[config.mk]
export PLATFORM = sky130hd
export DESIGN_NAME = fp_misc_pipe
export DESIGN_NICKNAME = d
export VERILOG_FILES = /design/src/rtl/expipe_pkg.sv /design/src/rtl/fp_classify.sv /design/src/rtl/fp_misc_pipe.sv
export SDC_FILE = /design/constraint.sdc
export NUM_CORES = 1
export LEC_CHECK = 0
export CAP_MARGIN = 10
export CORE_MARGIN = 1
export CORE_UTILIZATION = 42
export CTS_BUF_LIST = sky130_fd_sc_hd__clkbuf_4
export CTS_CLUSTER_SIZE = 24
export DETAILED_ROUTE_END_ITERATION = 8
export PLACE_DENSITY = 0.76
export SETUP_SLACK_MARGIN = 0.05
export SLEW_MARGIN = 20
export SYNTH_ARGS = -nofsm -noshare
export SYNTH_HDL_FRONTEND = slang
export SYNTH_SLANG_ARGS = --single-unit
[constraint.sdc]
create_clock -name clk_i -period 1.8 [get_ports clk_i]
set_input_delay 0.18 -clock clk_i [delete_from_list [all_inputs] [get_ports clk_i]]
set_output_delay 0.18 -clock clk_i [all_outputs]
set_load 0.01 [all_outputs]
[src/rtl/expipe_pkg.sv]
// Shared definitions for the FP misc execution pipe: op encoding, exception codes,
// FCLASS bit positions and canonical NaN patterns.
package expipe_pkg;

    typedef enum logic [3:0] {
        OP_FSGNJ  = 4'd0,
        OP_FSGNJN = 4'd1,
        OP_FSGNJX = 4'd2,
        OP_FMIN   = 4'd3,
        OP_FMAX   = 4'd4,
        OP_FEQ    = 4'd5,
        OP_FLT    = 4'd6,
        OP_FLE    = 4'd7,
        OP_FCLASS = 4'd8,
        OP_FMV_X  = 4'd9,
        OP_FMV_F  = 4'd10
    } fp_misc_op_t;

    localparam int unsigned E_ILLEGAL = 1;

    localparam int unsigned FCLASS_NEG_INF  = 0;
    localparam int unsigned FCLASS_NEG_NORM = 1;
    localparam int unsigned FCLASS_NEG_SUB  = 2;
    localparam int unsigned FCLASS_NEG_ZERO = 3;
    localparam int unsigned FCLASS_POS_ZERO = 4;
    localparam int unsigned FCLASS_POS_SUB  = 5;
    localparam int unsigned FCLASS_POS_NORM = 6;
    localparam int unsigned FCLASS_POS_INF  = 7;
    localparam int unsigned FCLASS_SNAN     = 8;
    localparam int unsigned FCLASS_QNAN     = 9;

    localparam logic [31:0] CANON_NAN_S = 32'h7FC0_0000;
    localparam logic [63:0] CANON_NAN_D = 64'h7FF8_0000_0000_0000;

    function automatic logic [63:0] canon_nan(input int unsigned flen);
        return (flen == 32) ? {32'h0, CANON_NAN_S} : CANON_NAN_D;
    endfunction

endpackage

[src/rtl/fp_classify.sv]
// Combinational unpack of one FP operand, substituting canonical qNaN for an
// improperly NaN-boxed value. is_snan exists only with FP_MISC_PIPE_FFLAGS_EN.
module fp_classify
    import expipe_pkg::*;
#(
    parameter int XLEN = 64,
    parameter int FLEN = 32
) (
    input  logic [XLEN-1:0] operand,
    output logic [FLEN-1:0] value,
    output logic            sign,
    output logic            exp_all1,
    output logic            exp_zero,
    output logic            man_zero,
    output logic            is_nan,
`ifdef FP_MISC_PIPE_FFLAGS_EN
    output logic            is_snan,
`endif
    output logic [9:0]      class_onehot
);
    localparam int EXP_W = (FLEN == 32) ? 8 : 11;
    localparam int MAN_W = FLEN - 1 - EXP_W;
    localparam logic [FLEN-1:0] CANON = FLEN'(canon_nan(FLEN));

    logic boxed;
    logic quiet;

    generate
        if (FLEN < XLEN) begin : g_box
            assign boxed = &operand[XLEN-1:FLEN];
        end else begin : g_nobox
            assign boxed = 1'b1;
        end
    endgenerate

    assign value    = boxed ? operand[FLEN-1:0] : CANON;
    assign sign     = value[FLEN-1];
    assign exp_all1 = &value[FLEN-2 -: EXP_W];
    assign exp_zero = ~|value[FLEN-2 -: EXP_W];
    assign man_zero = ~|value[MAN_W-1:0];
    assign quiet    = value[MAN_W-1];
    assign is_nan   = exp_all1 & ~man_zero;
`ifdef FP_MISC_PIPE_FFLAGS_EN
    assign is_snan  = is_nan & ~quiet;
`endif

    always_comb begin
        class_onehot = '0;
        class_onehot[FCLASS_NEG_INF]  = sign & exp_all1 & man_zero;
        class_onehot[FCLASS_NEG_NORM] = sign & ~exp_all1 & ~exp_zero;
        class_onehot[FCLASS_NEG_SUB]  = sign & exp_zero & ~man_zero;
        class_onehot[FCLASS_NEG_ZERO] = sign & exp_zero & man_zero;
        class_onehot[FCLASS_POS_ZERO] = ~sign & exp_zero & man_zero;
        class_onehot[FCLASS_POS_SUB]  = ~sign & exp_zero & ~man_zero;
        class_onehot[FCLASS_POS_NORM] = ~sign & ~exp_all1 & ~exp_zero;
        class_onehot[FCLASS_POS_INF]  = ~sign & exp_all1 & man_zero;
        class_onehot[FCLASS_SNAN]     = is_nan & ~quiet;
        class_onehot[FCLASS_QNAN]     = is_nan & quiet;
    end

endmodule

[src/rtl/fp_misc_pipe.sv]
// Pipelined non-arithmetic RV F/D unit (sign-inject, min/max, compare, classify, moves).
// Optional accrued-flag output enabled by FP_MISC_PIPE_FFLAGS_EN.
module fp_misc_pipe
    import expipe_pkg::*;
#(
    parameter int XLEN       = 64,
    parameter int FLEN       = 32,
    parameter int RS_DEPTH   = 4,
    parameter int EU_CTL_LEN = 4,
    parameter int EXCEPT_LEN = 2,
    parameter int LATENCY    = 2
) (
    input  logic                        clk_i,
    input  logic                        rst_n_i,
    input  logic                        flush_i,
    input  logic                        valid_i,
    output logic                        ready_o,
    input  logic [EU_CTL_LEN-1:0]       ctl_i,
    input  logic [XLEN-1:0]             rs1_i,
    input  logic [XLEN-1:0]             rs2_i,
    input  logic [$clog2(RS_DEPTH)-1:0] entry_idx_i,
    output logic                        valid_o,
    input  logic                        ready_i,
    output logic [$clog2(RS_DEPTH)-1:0] entry_idx_o,
    output logic [XLEN-1:0]             result_o,
    output logic                        except_raised_o,
    output logic [EXCEPT_LEN-1:0]       except_code_o
`ifdef FP_MISC_PIPE_FFLAGS_EN
    ,output logic [4:0]                 fflags_o
`endif
);
    localparam int IDX_W = $clog2(RS_DEPTH);
    localparam logic [XLEN-1:0] BOX = (FLEN < XLEN) ? ({XLEN{1'b1}} << FLEN) : '0;
    localparam logic [FLEN-1:0] CANON = FLEN'(canon_nan(FLEN));

    logic [FLEN-1:0] a_val, b_val;
    logic            a_sign, b_sign, a_all1, b_all1, a_ezero, b_ezero;
    logic            a_mzero, b_mzero, a_nan, b_nan;
    logic [9:0]      a_class, b_class;
`ifdef FP_MISC_PIPE_FFLAGS_EN
    logic            a_snan, b_snan;
`endif

    fp_classify #(.XLEN(XLEN), .FLEN(FLEN)) u_cls_a (
        .operand(rs1_i), .value(a_val), .sign(a_sign), .exp_all1(a_all1),
        .exp_zero(a_ezero), .man_zero(a_mzero), .is_nan(a_nan),
`ifdef FP_MISC_PIPE_FFLAGS_EN
        .is_snan(a_snan),
`endif
        .class_onehot(a_class)
    );

    fp_classify #(.XLEN(XLEN), .FLEN(FLEN)) u_cls_b (
        .operand(rs2_i), .value(b_val), .sign(b_sign), .exp_all1(b_all1),
        .exp_zero(b_ezero), .man_zero(b_mzero), .is_nan(b_nan),
`ifdef FP_MISC_PIPE_FFLAGS_EN
        .is_snan(b_snan),
`endif
        .class_onehot(b_class)
    );

    logic unused_cls;
    assign unused_cls = ^{a_all1, b_all1, b_class};

    // Total order used by min/max: -0 sorts below +0; NaNs are filtered beforehand.
    function automatic logic lt_total(input logic [FLEN-1:0] x, input logic [FLEN-1:0] y);
        if (x[FLEN-1] != y[FLEN-1]) return x[FLEN-1];
        if (x[FLEN-1])              return x[FLEN-2:0] > y[FLEN-2:0];
        return x[FLEN-2:0] < y[FLEN-2:0];
    endfunction

    function automatic logic [XLEN-1:0] box(input logic [FLEN-1:0] v);
        return BOX | XLEN'(v);
    endfunction

    fp_misc_op_t           op;
    logic                  legal, any_nan, both_zero, lt, eq;
    logic [XLEN-1:0]       res_d;
    logic                  exc_d;
    logic [EXCEPT_LEN-1:0] code_d;
`ifdef FP_MISC_PIPE_FFLAGS_EN
    logic                  nv_d;
`endif

    assign op        = fp_misc_op_t'(ctl_i[3:0]);
    assign legal     = (ctl_i <= EU_CTL_LEN'(OP_FMV_F));
    assign any_nan   = a_nan | b_nan;
    assign both_zero = a_ezero & a_mzero & b_ezero & b_mzero;
    assign lt        = lt_total(a_val, b_val);
    assign eq        = (a_val == b_val) | both_zero;

    always_comb begin
        res_d  = '0;
        exc_d  = 1'b0;
        code_d = '0;
`ifdef FP_MISC_PIPE_FFLAGS_EN
        nv_d   = 1'b0;
`endif
        if (!legal) begin
            exc_d  = 1'b1;
            code_d = EXCEPT_LEN'(E_ILLEGAL);
        end else begin
            case (op)
                OP_FSGNJ:  res_d = box({b_sign, a_val[FLEN-2:0]});
                OP_FSGNJN: res_d = box({~b_sign, a_val[FLEN-2:0]});
                OP_FSGNJX: res_d = box({a_sign ^ b_sign, a_val[FLEN-2:0]});
                OP_FMIN, OP_FMAX: begin
                    if (a_nan && b_nan)    res_d = box(CANON);
                    else if (a_nan)        res_d = box(b_val);
                    else if (b_nan)        res_d = box(a_val);
                    else if (lt ^ (op == OP_FMAX)) res_d = box(a_val);
                    else                   res_d = box(b_val);
`ifdef FP_MISC_PIPE_FFLAGS_EN
                    nv_d = a_snan | b_snan;
`endif
                end
                OP_FEQ: begin
                    res_d = XLEN'(~any_nan & eq);
`ifdef FP_MISC_PIPE_FFLAGS_EN
                    nv_d  = a_snan | b_snan;
`endif
                end
                OP_FLT, OP_FLE: begin
                    if (op == OP_FLT) res_d = XLEN'(~any_nan & lt & ~both_zero);
                    else              res_d = XLEN'(~any_nan & (lt | eq));
`ifdef FP_MISC_PIPE_FFLAGS_EN
                    nv_d = any_nan;
`endif
                end
                OP_FCLASS: res_d = XLEN'(a_class);
                OP_FMV_X:  res_d = rs1_i[FLEN-1] ? box(rs1_i[FLEN-1:0]) : XLEN'(rs1_i[FLEN-1:0]);
                OP_FMV_F:  res_d = box(rs1_i[FLEN-1:0]);
                default:   res_d = '0;
            endcase
        end
    end

    logic                  enable;
    logic                  vld_p  [LATENCY];
    logic [XLEN-1:0]       res_p  [LATENCY];
    logic [IDX_W-1:0]      idx_p  [LATENCY];
    logic                  exc_p  [LATENCY];
    logic [EXCEPT_LEN-1:0] code_p [LATENCY];
`ifdef FP_MISC_PIPE_FFLAGS_EN
    logic                  nv_p   [LATENCY];
`endif

    assign enable  = !valid_o || ready_i;
    assign ready_o = enable;

    // Stage boundaries: stage 0 captures the computed result, later stages just shift.
    always_ff @(posedge clk_i or negedge rst_n_i) begin
        if (!rst_n_i) begin
            for (int i = 0; i < LATENCY; i++) begin
                vld_p[i]  <= 1'b0;
                res_p[i]  <= '0;
                idx_p[i]  <= '0;
                exc_p[i]  <= 1'b0;
                code_p[i] <= '0;
`ifdef FP_MISC_PIPE_FFLAGS_EN
                nv_p[i]   <= 1'b0;
`endif
            end
        end else begin
            if (enable) begin
                vld_p[0]  <= valid_i;
                res_p[0]  <= res_d;
                idx_p[0]  <= entry_idx_i;
                exc_p[0]  <= exc_d;
                code_p[0] <= code_d;
`ifdef FP_MISC_PIPE_FFLAGS_EN
                nv_p[0]   <= nv_d;
`endif
                for (int i = 1; i < LATENCY; i++) begin
                    vld_p[i]  <= vld_p[i-1];
                    res_p[i]  <= res_p[i-1];
                    idx_p[i]  <= idx_p[i-1];
                    exc_p[i]  <= exc_p[i-1];
                    code_p[i] <= code_p[i-1];
`ifdef FP_MISC_PIPE_FFLAGS_EN
                    nv_p[i]   <= nv_p[i-1];
`endif
                end
            end
            if (flush_i) begin
                for (int i = 0; i < LATENCY; i++) vld_p[i] <= 1'b0;
            end
        end
    end

    assign valid_o         = vld_p[LATENCY-1];
    assign result_o        = res_p[LATENCY-1];
    assign entry_idx_o     = idx_p[LATENCY-1];
    assign except_raised_o = exc_p[LATENCY-1];
    assign except_code_o   = code_p[LATENCY-1];
`ifdef FP_MISC_PIPE_FFLAGS_EN
    assign fflags_o        = {nv_p[LATENCY-1], 4'b0000};
`endif

endmodule

## Word level (Yosys, flattened, before mapping)

Index checks and enable logic that the tools add are counted.

- Register bits after elaboration: 140
- Bits in latches: 0
- Memory bits (writable): 0
- ROM bits: 0
- Input port bits: 139
- Output and inout bits: 71
- Logic and storage cells: 101
- Memories: 0

- Add/sub/neg operators: 0
- $mul: 0
- Div/mod/pow operators: 0
- Magnitude comparators: 3
- Equality and inequality tests: 12
- Shift operators: 0
- Mux-type cells: 21
- Bitwise gates (word level): 36
- Reduce and logical (&&, ||, !) cells: 19

Operators by type and width:

| kind | count |
|---|---|
| one-hot mux 64 bit (9 select lines) | 1 |
| bitwise AND 64 x 1 -> 64 bit | 3 |
| 2-to-1 mux 32 bit | 6 |
| 2-to-1 mux 64 bit | 3 |
| inverter 1 -> 64 bit | 2 |
| bitwise AND 64 bit | 1 |
| AND reduction 32 bit | 2 |
| OR reduction 23 bit | 2 |
| equality test 32 bit | 1 |
| > comparator 31 bit | 1 |
| less-than comparator 31 bit | 1 |
| bitwise AND 1 bit | 21 |
| equality test 4 x 3 -> 1 bit (second input constant) | 4 |
| AND reduction 8 bit | 2 |
| OR reduction 8 bit | 2 |
| equality test 4 bit (second input constant) | 3 |
| 2-to-1 mux 1 bit | 9 |
| equality test 4 x 2 -> 1 bit (second input constant) | 2 |
| logical NOT 1 bit | 5 |
| equality test 4 x 1 -> 1 bit (second input constant) | 1 |
| <= comparator 4 bit (second input constant) | 1 |
| logical NOT 4 bit | 1 |
| 2-to-1 mux 2 bit | 2 |
| inverter 1 bit | 4 |
| other kinds (7) | 11 |

## Depth between registers and ports, before layout

- Depth in word-level cells: 14
- Gate-level depth with buffers: 18
- Gate-level depth less buffers: 15

## Cells and area by module

A second synthesis with hierarchy kept.

- Cells, all modules: 829
- Area, all modules: 6,482.5 um^2

By module, submodules not included:

| module | instances | cells an instance | area an instance (um^2) | seq. area each (um^2) |
|---|---|---|---|---|
| fp_misc_pipe | 1 | 665 | 5,356.4 | 1,851.8 |
| fp_classify | 2 | 82 | 563.0 | 0.0 |

## Least setup slack after synthesis

No wires, ideal clock.

- Kind: input to register
- From: in rs1_i[62]
- To: reg res_p[77] (netlist name)
- Library setup time: 0.129 ns
- Arrival time: 3.795 ns
- Data required time: 1.671 ns
- Slack: -2.125 ns
- Stages: 18
- Path buffers: 3
- Cell sequence: nand4_1 -> nor4_1 -> clkbuf_1 -> nand2_2 -> clkbuf_1 -> nor2_1 -> inv_1 -> ha_1 -> nand4_1 -> or3_4 -> nor4_4 -> a21boi_4 -> o31ai_2 -> o311ai_4 -> nand2_4 -> a22oi_4 -> buf_12 -> o221ai_2

- Longest elaborated chain between the ends: 13
- Elaborated cells between the ends (all ways): 23
- Those cells by class: 2 x order compare; 1 x eq/ne; 14 x mux; 2 x bitwise; 4 x reduce/logical

Ends and longest elaborated chain:

| element | line | text |
|---|---|---|
| from (decl) | fp_misc_pipe.sv:19 | `input logic [XLEN-1:0] rs1_i,` |
| AND reduction 32 bit * | fp_classify.sv:30 | `assign boxed = &operand[XLEN-1:FLEN];` |
| 2-to-1 mux 32 bit * | fp_classify.sv:36 | `assign value = boxed ? operand[FLEN-1:0] : CANON;` |
| > comparator 31 bit, or another cell as far along | fp_misc_pipe.sv:68 | `if (x[FLEN-1]) return x[FLEN-2:0] > y[FLEN-2:0];` |
| 2-to-1 mux 1 bit | fp_misc_pipe.sv:68 |  |
| 2-to-1 mux 1 bit | fp_misc_pipe.sv:69 | `return x[FLEN-2:0] < y[FLEN-2:0];` |
| 2-to-1 mux 1 bit | fp_misc_pipe.sv:68 |  |
| bitwise XOR 1 bit | fp_misc_pipe.sv:111 | `else if (lt ^ (op == OP_FMAX)) res_d = box(a_val);` |
| 2-to-1 mux 32 bit | fp_misc_pipe.sv:111 |  |
| 2-to-1 mux 32 bit | fp_misc_pipe.sv:110 | `else if (b_nan) res_d = box(a_val);` |
| 2-to-1 mux 32 bit | fp_misc_pipe.sv:109 | `else if (a_nan) res_d = box(b_val);` |
| 2-to-1 mux 32 bit | fp_misc_pipe.sv:108 | `if (a_nan && b_nan) res_d = box(CANON);` |
| one-hot mux 64 bit (9 select lines) * | fp_misc_pipe.sv:103 | `case (op)` |
| 2-to-1 mux 64 bit * | fp_misc_pipe.sv:99 | `if (!legal) begin` |
| to (signal, indexed assignment) | fp_misc_pipe.sv:176 | `res_p[i] <= res_p[i-1];` |
| to (decl) | fp_misc_pipe.sv:140 | `logic [XLEN-1:0] res_p [LATENCY];` |

Every way passes the cells marked *; elsewhere a longest branch is shown, timed or not. The select of a mux whose other input is x is not followed.
A chain may end at the register's enable or synchronous reset.

## Final worst setup path

- From: in rs1_i[41]
- To: reg res_p[93] (netlist name)

The elaborated chain is that of the path after synthesis.

==> impl_metrics.ini <==
[grt]
busiest_layer = met2
antenna_found_initial = 1
grt_pass1_wl_mm = 31.4
grt_use_met3_pct = 3.26
grt.total_usage_pct = 28.3
grt_max_degree = 48
grt_pass1_vias = 6222
grt-ovfl-total = 0
gr-usage-met2_pct = 48.2
met1_usage_pct = 36.7

[synth]
syn-instance-count = 727
avgSynthCellArea_um2 = 7.93
synth-seq-cells = 74
syn_area_um2 = 5760
syn_nets = 897
ys.flop_type = dfrtp_1
yosysTopAreaCell = dfrtp_1
ys_seq_area_share_pct = 32.1
synth_edf_count = 0
synth.area.top_cells = dfrtp_1, nand2_1, buf_4
synthArstFlopShare_pct = 100
ys_types = 72
yosys_warnings = 0
netlist.area_leader.share_pct = 32.1

[hold_path]
hold_class = input pin to asynchronous set/reset pin

[clock_tree]
clock_latency_ns = 0.42
cts_tree = done
clk_pin_slew_worst_paths_ns = 0.12
clk_path_buf_depth = 2
cts-root-buf = clkbuf_4
cts.sinks = 74
cts_max_level = 3
numCtsBuffers = 9

[power_and_ir_drop]
power.density_nw_per_um2 = 414
p_sw_share_pct = 29.5
leakage_nw = 4.51
seq_power_share_pct = 47.4
p_int_mw = 2.72
comb_power_share_pct = 30.7
vdd_drop_max_mv = 0.220
clockPowerShare_pct = 21.9
p_sw_mw = 1.14

[die]
chipHeight_um = 119
die_w_um = 119
dieArea_um2 = 14200
core_um2 = 13300
initial_core_util_pct = 43.4
ios = 210
rows = 42

[status]
status = complete, but fails checks
violations = negative setup slack

[routing]
drt_iter0_drc = 523
vias_per_cell = 5.31
antenna_left = 0
wl_per_cell_um = 16.2
post-route-drc-count = 0
first_pass_iters = 6
wl_mm = 19.7
num_vias = 6455

[timing]
fin_crit_ns = 3.29
setup_slack_ns = -1.49
skew_ns = 0.0182
period_share_pct = 183
finalHoldWorstSlack_ns = 0.219
slew_violations = 0
setup_viol = 32
rsz0062_at_grt = true
fmax_ghz = 0.304
hold_viol = 0

[critical_path]
crit_required_ns = 2.09
worstSetupEndpointType = register
path_class = input pin to register
cp.arrival_ns = 3.59
crit_path_start_kind = input pin
worst-path-max-fanout = 8

[placement]
post_dp_cell_area_um2 = 8780
io_buffers = 208
dp_slack_ns = -2.39
post-place-cells = 1169
dp_hpwl_mm = 15.5
place_congestion = 0.956

[cells_and_area]
stdcell_area_um2 = 9320
fin_cells = 1216
fillers = 1085
drive_gt1_share_pct = 31.8
area_delta_synth_final_pct = 61.6
layout.nets = 1204

[flow_run]
max-cap-violations = 0
==> sequential cells by signal (all words and copies together) (netlist names) <==
register / count
valid_o: 1
except_code_o: 1
res_p: 33
vld_p: 1
idx_p: 2
entry_idx_o: 2
result_o: 33
code_p: 1
==> path summary, 6_finish.rpt <==
path,from,to,slack (ns),cells past startpoint
max,rs1_i[41],res_p[93]$_DFFE_PN0P_,-1.49,19
min,rst_n_i,res_p[76]$_DFFE_PN0P_,0.22,2
max reg2reg,valid_o$_DFFE_PN0P_,res_p[83]$_DFFE_PN0P_,0.13,8
min reg2reg,entry_idx_o[1]$_DFFE_PN0P_,entry_idx_o[1]$_DFFE_PN0P_,0.47,2
max in group asynchronous,rst_n_i,res_p[95]$_DFFE_PN0P_,1.04,3
min in group clk_i,entry_idx_i[1],idx_p[3]$_DFFE_PN0P_,0.30,3
==> metal layers <==
metal  share of wire, %  wire length [um]  vias to the layer above
met5                  0                 0                        -
met4                2.1               420                        0
met3                7.8              1530                       39
met2                 48              9510                      334
met1                 42              8210                     2970
li1                   -                 -                     3112
==> through the flow <==
stage	setup TNS, ns	power (mW)	utilization, %
2_1_floorplan	-55.18	2.39	-
3_3_place_gp	-72.05	3.10	66.0
3_5_place_dp	-74.28	3.12	66.0
4_1_cts	-42.86	3.92	69.8
5_1_grt	-51.44	4.05	70.1
6_report	-45.52	3.86	70.1
==> critical path, cell delays in order <==
cell,delay (ns)
buf_6,0.06
nand4_1,0.16
nor4_4,0.29
buf_4,0.19
nand2_8,0.08
buf_6,0.13
nor2_4,0.09
inv_2,0.05
ha_4,0.26
nand4_1,0.10
or3_4,0.37
nor4_4,0.20
a21boi_4,0.29
o31ai_4,0.12
o311ai_4,0.28
nand2_4,0.15
buf_6,0.15
mux2i_2,0.14
a221o_1,0.29
==> area by class of cell <==
type                    count  area (um^2)  share of cell area [%]
diodes                      1         2.50                  0.0269
clock buffers              10         75.1                   0.806
clock inverters             6         33.8                   0.363
inverters                  27          101                    1.09
multi-input cells         524         3520                    37.8
flip-flops and latches     74         1850                    19.9
well taps                 176          220                    2.36
repair buffers            398         3510                    37.7
==> cells in the mapped netlist, types with 3 or more instances <==
| library cell | instances |
|---|---|
| buf_4 | 68 |
| buf_2 | 4 |
| a32oi_1 | 5 |
| clkbuf_1 | 25 |
| nand3_1 | 16 |
| mux2i_1 | 8 |
| mux2_2 | 3 |
| a41oi_1 | 3 |
| inv_1 | 26 |
| a21oi_1 | 38 |
| nor2_1 | 60 |
| ha_1 | 31 |
| o21bai_1 | 3 |
| o221ai_1 | 4 |
| o221ai_2 | 10 |
| nand4_1 | 29 |
| nand2_1 | 182 |
| and2_1 | 6 |
| nor4_1 | 16 |
| a211oi_1 | 3 |
| dfrtp_1 | 74 |
| and3_1 | 10 |
| nor3_1 | 10 |
| o21ai_0 | 18 |
| o21a_1 | 5 |
| a221o_1 | 8 |
==> timing repair <==
item,4_1_cts,5_1_grt
pin swaps,35,16
hold endpoints to repair,28,0
setup buffers,19,7
resized for setup,213,65
hold buffers,1,0
setup endpoints to repair,65,54
cloned,6,0
==> kinds of logic after synthesis <==
kind of cell | synth area share (%)
simple gates | 28.5
buf+inv | 13.5
compound gates | 16.9
flops | 32.1
fa+ha+maj | 6.73
mux | 1.98
other cells | 0.0651
xor+xnor | 0.152
==> power by group through the flow <==
stage               clock, mW  combinational [mW]  sequential, mW
floorplan                   0               0.532            1.86
global placement            0                1.24            1.86
detailed placement          0                1.26            1.86
CTS                     0.869                1.22            1.83
global route            0.935                1.28            1.84
finish                  0.846                1.19            1.83
==> cell usage in the layout, fill, tap and decap left out, types with 5 or more instances in the layout <==
cell,netlist,routed
a21oi_1,38,36
a221o_1,8,8
a32oi_1,5,5
and3_1,10,9
buf_12,1,6
buf_2,4,23
buf_4,68,168
buf_6,2,15
clkbuf_2,1,17
clkbuf_4,0,10
clkdlybuf4s15_1,0,11
clkdlybuf4s50_1,0,110
dfrtp_1,74,74
dlygate4sd2_1,0,22
dlymetal6s2s_1,0,22
ha_1,31,24
ha_4,0,7
inv_1,26,23
mux2i_1,8,7
nand2_1,182,181
nand3_1,16,15
nand4_1,29,29
nor2_1,60,45
nor2_2,0,7
nor2_4,0,8
nor3_1,10,9
nor4_1,16,12
o21ai_0,18,10
o21ai_1,1,7
o221ai_2,10,13
(Power assumes the default switching activity.)
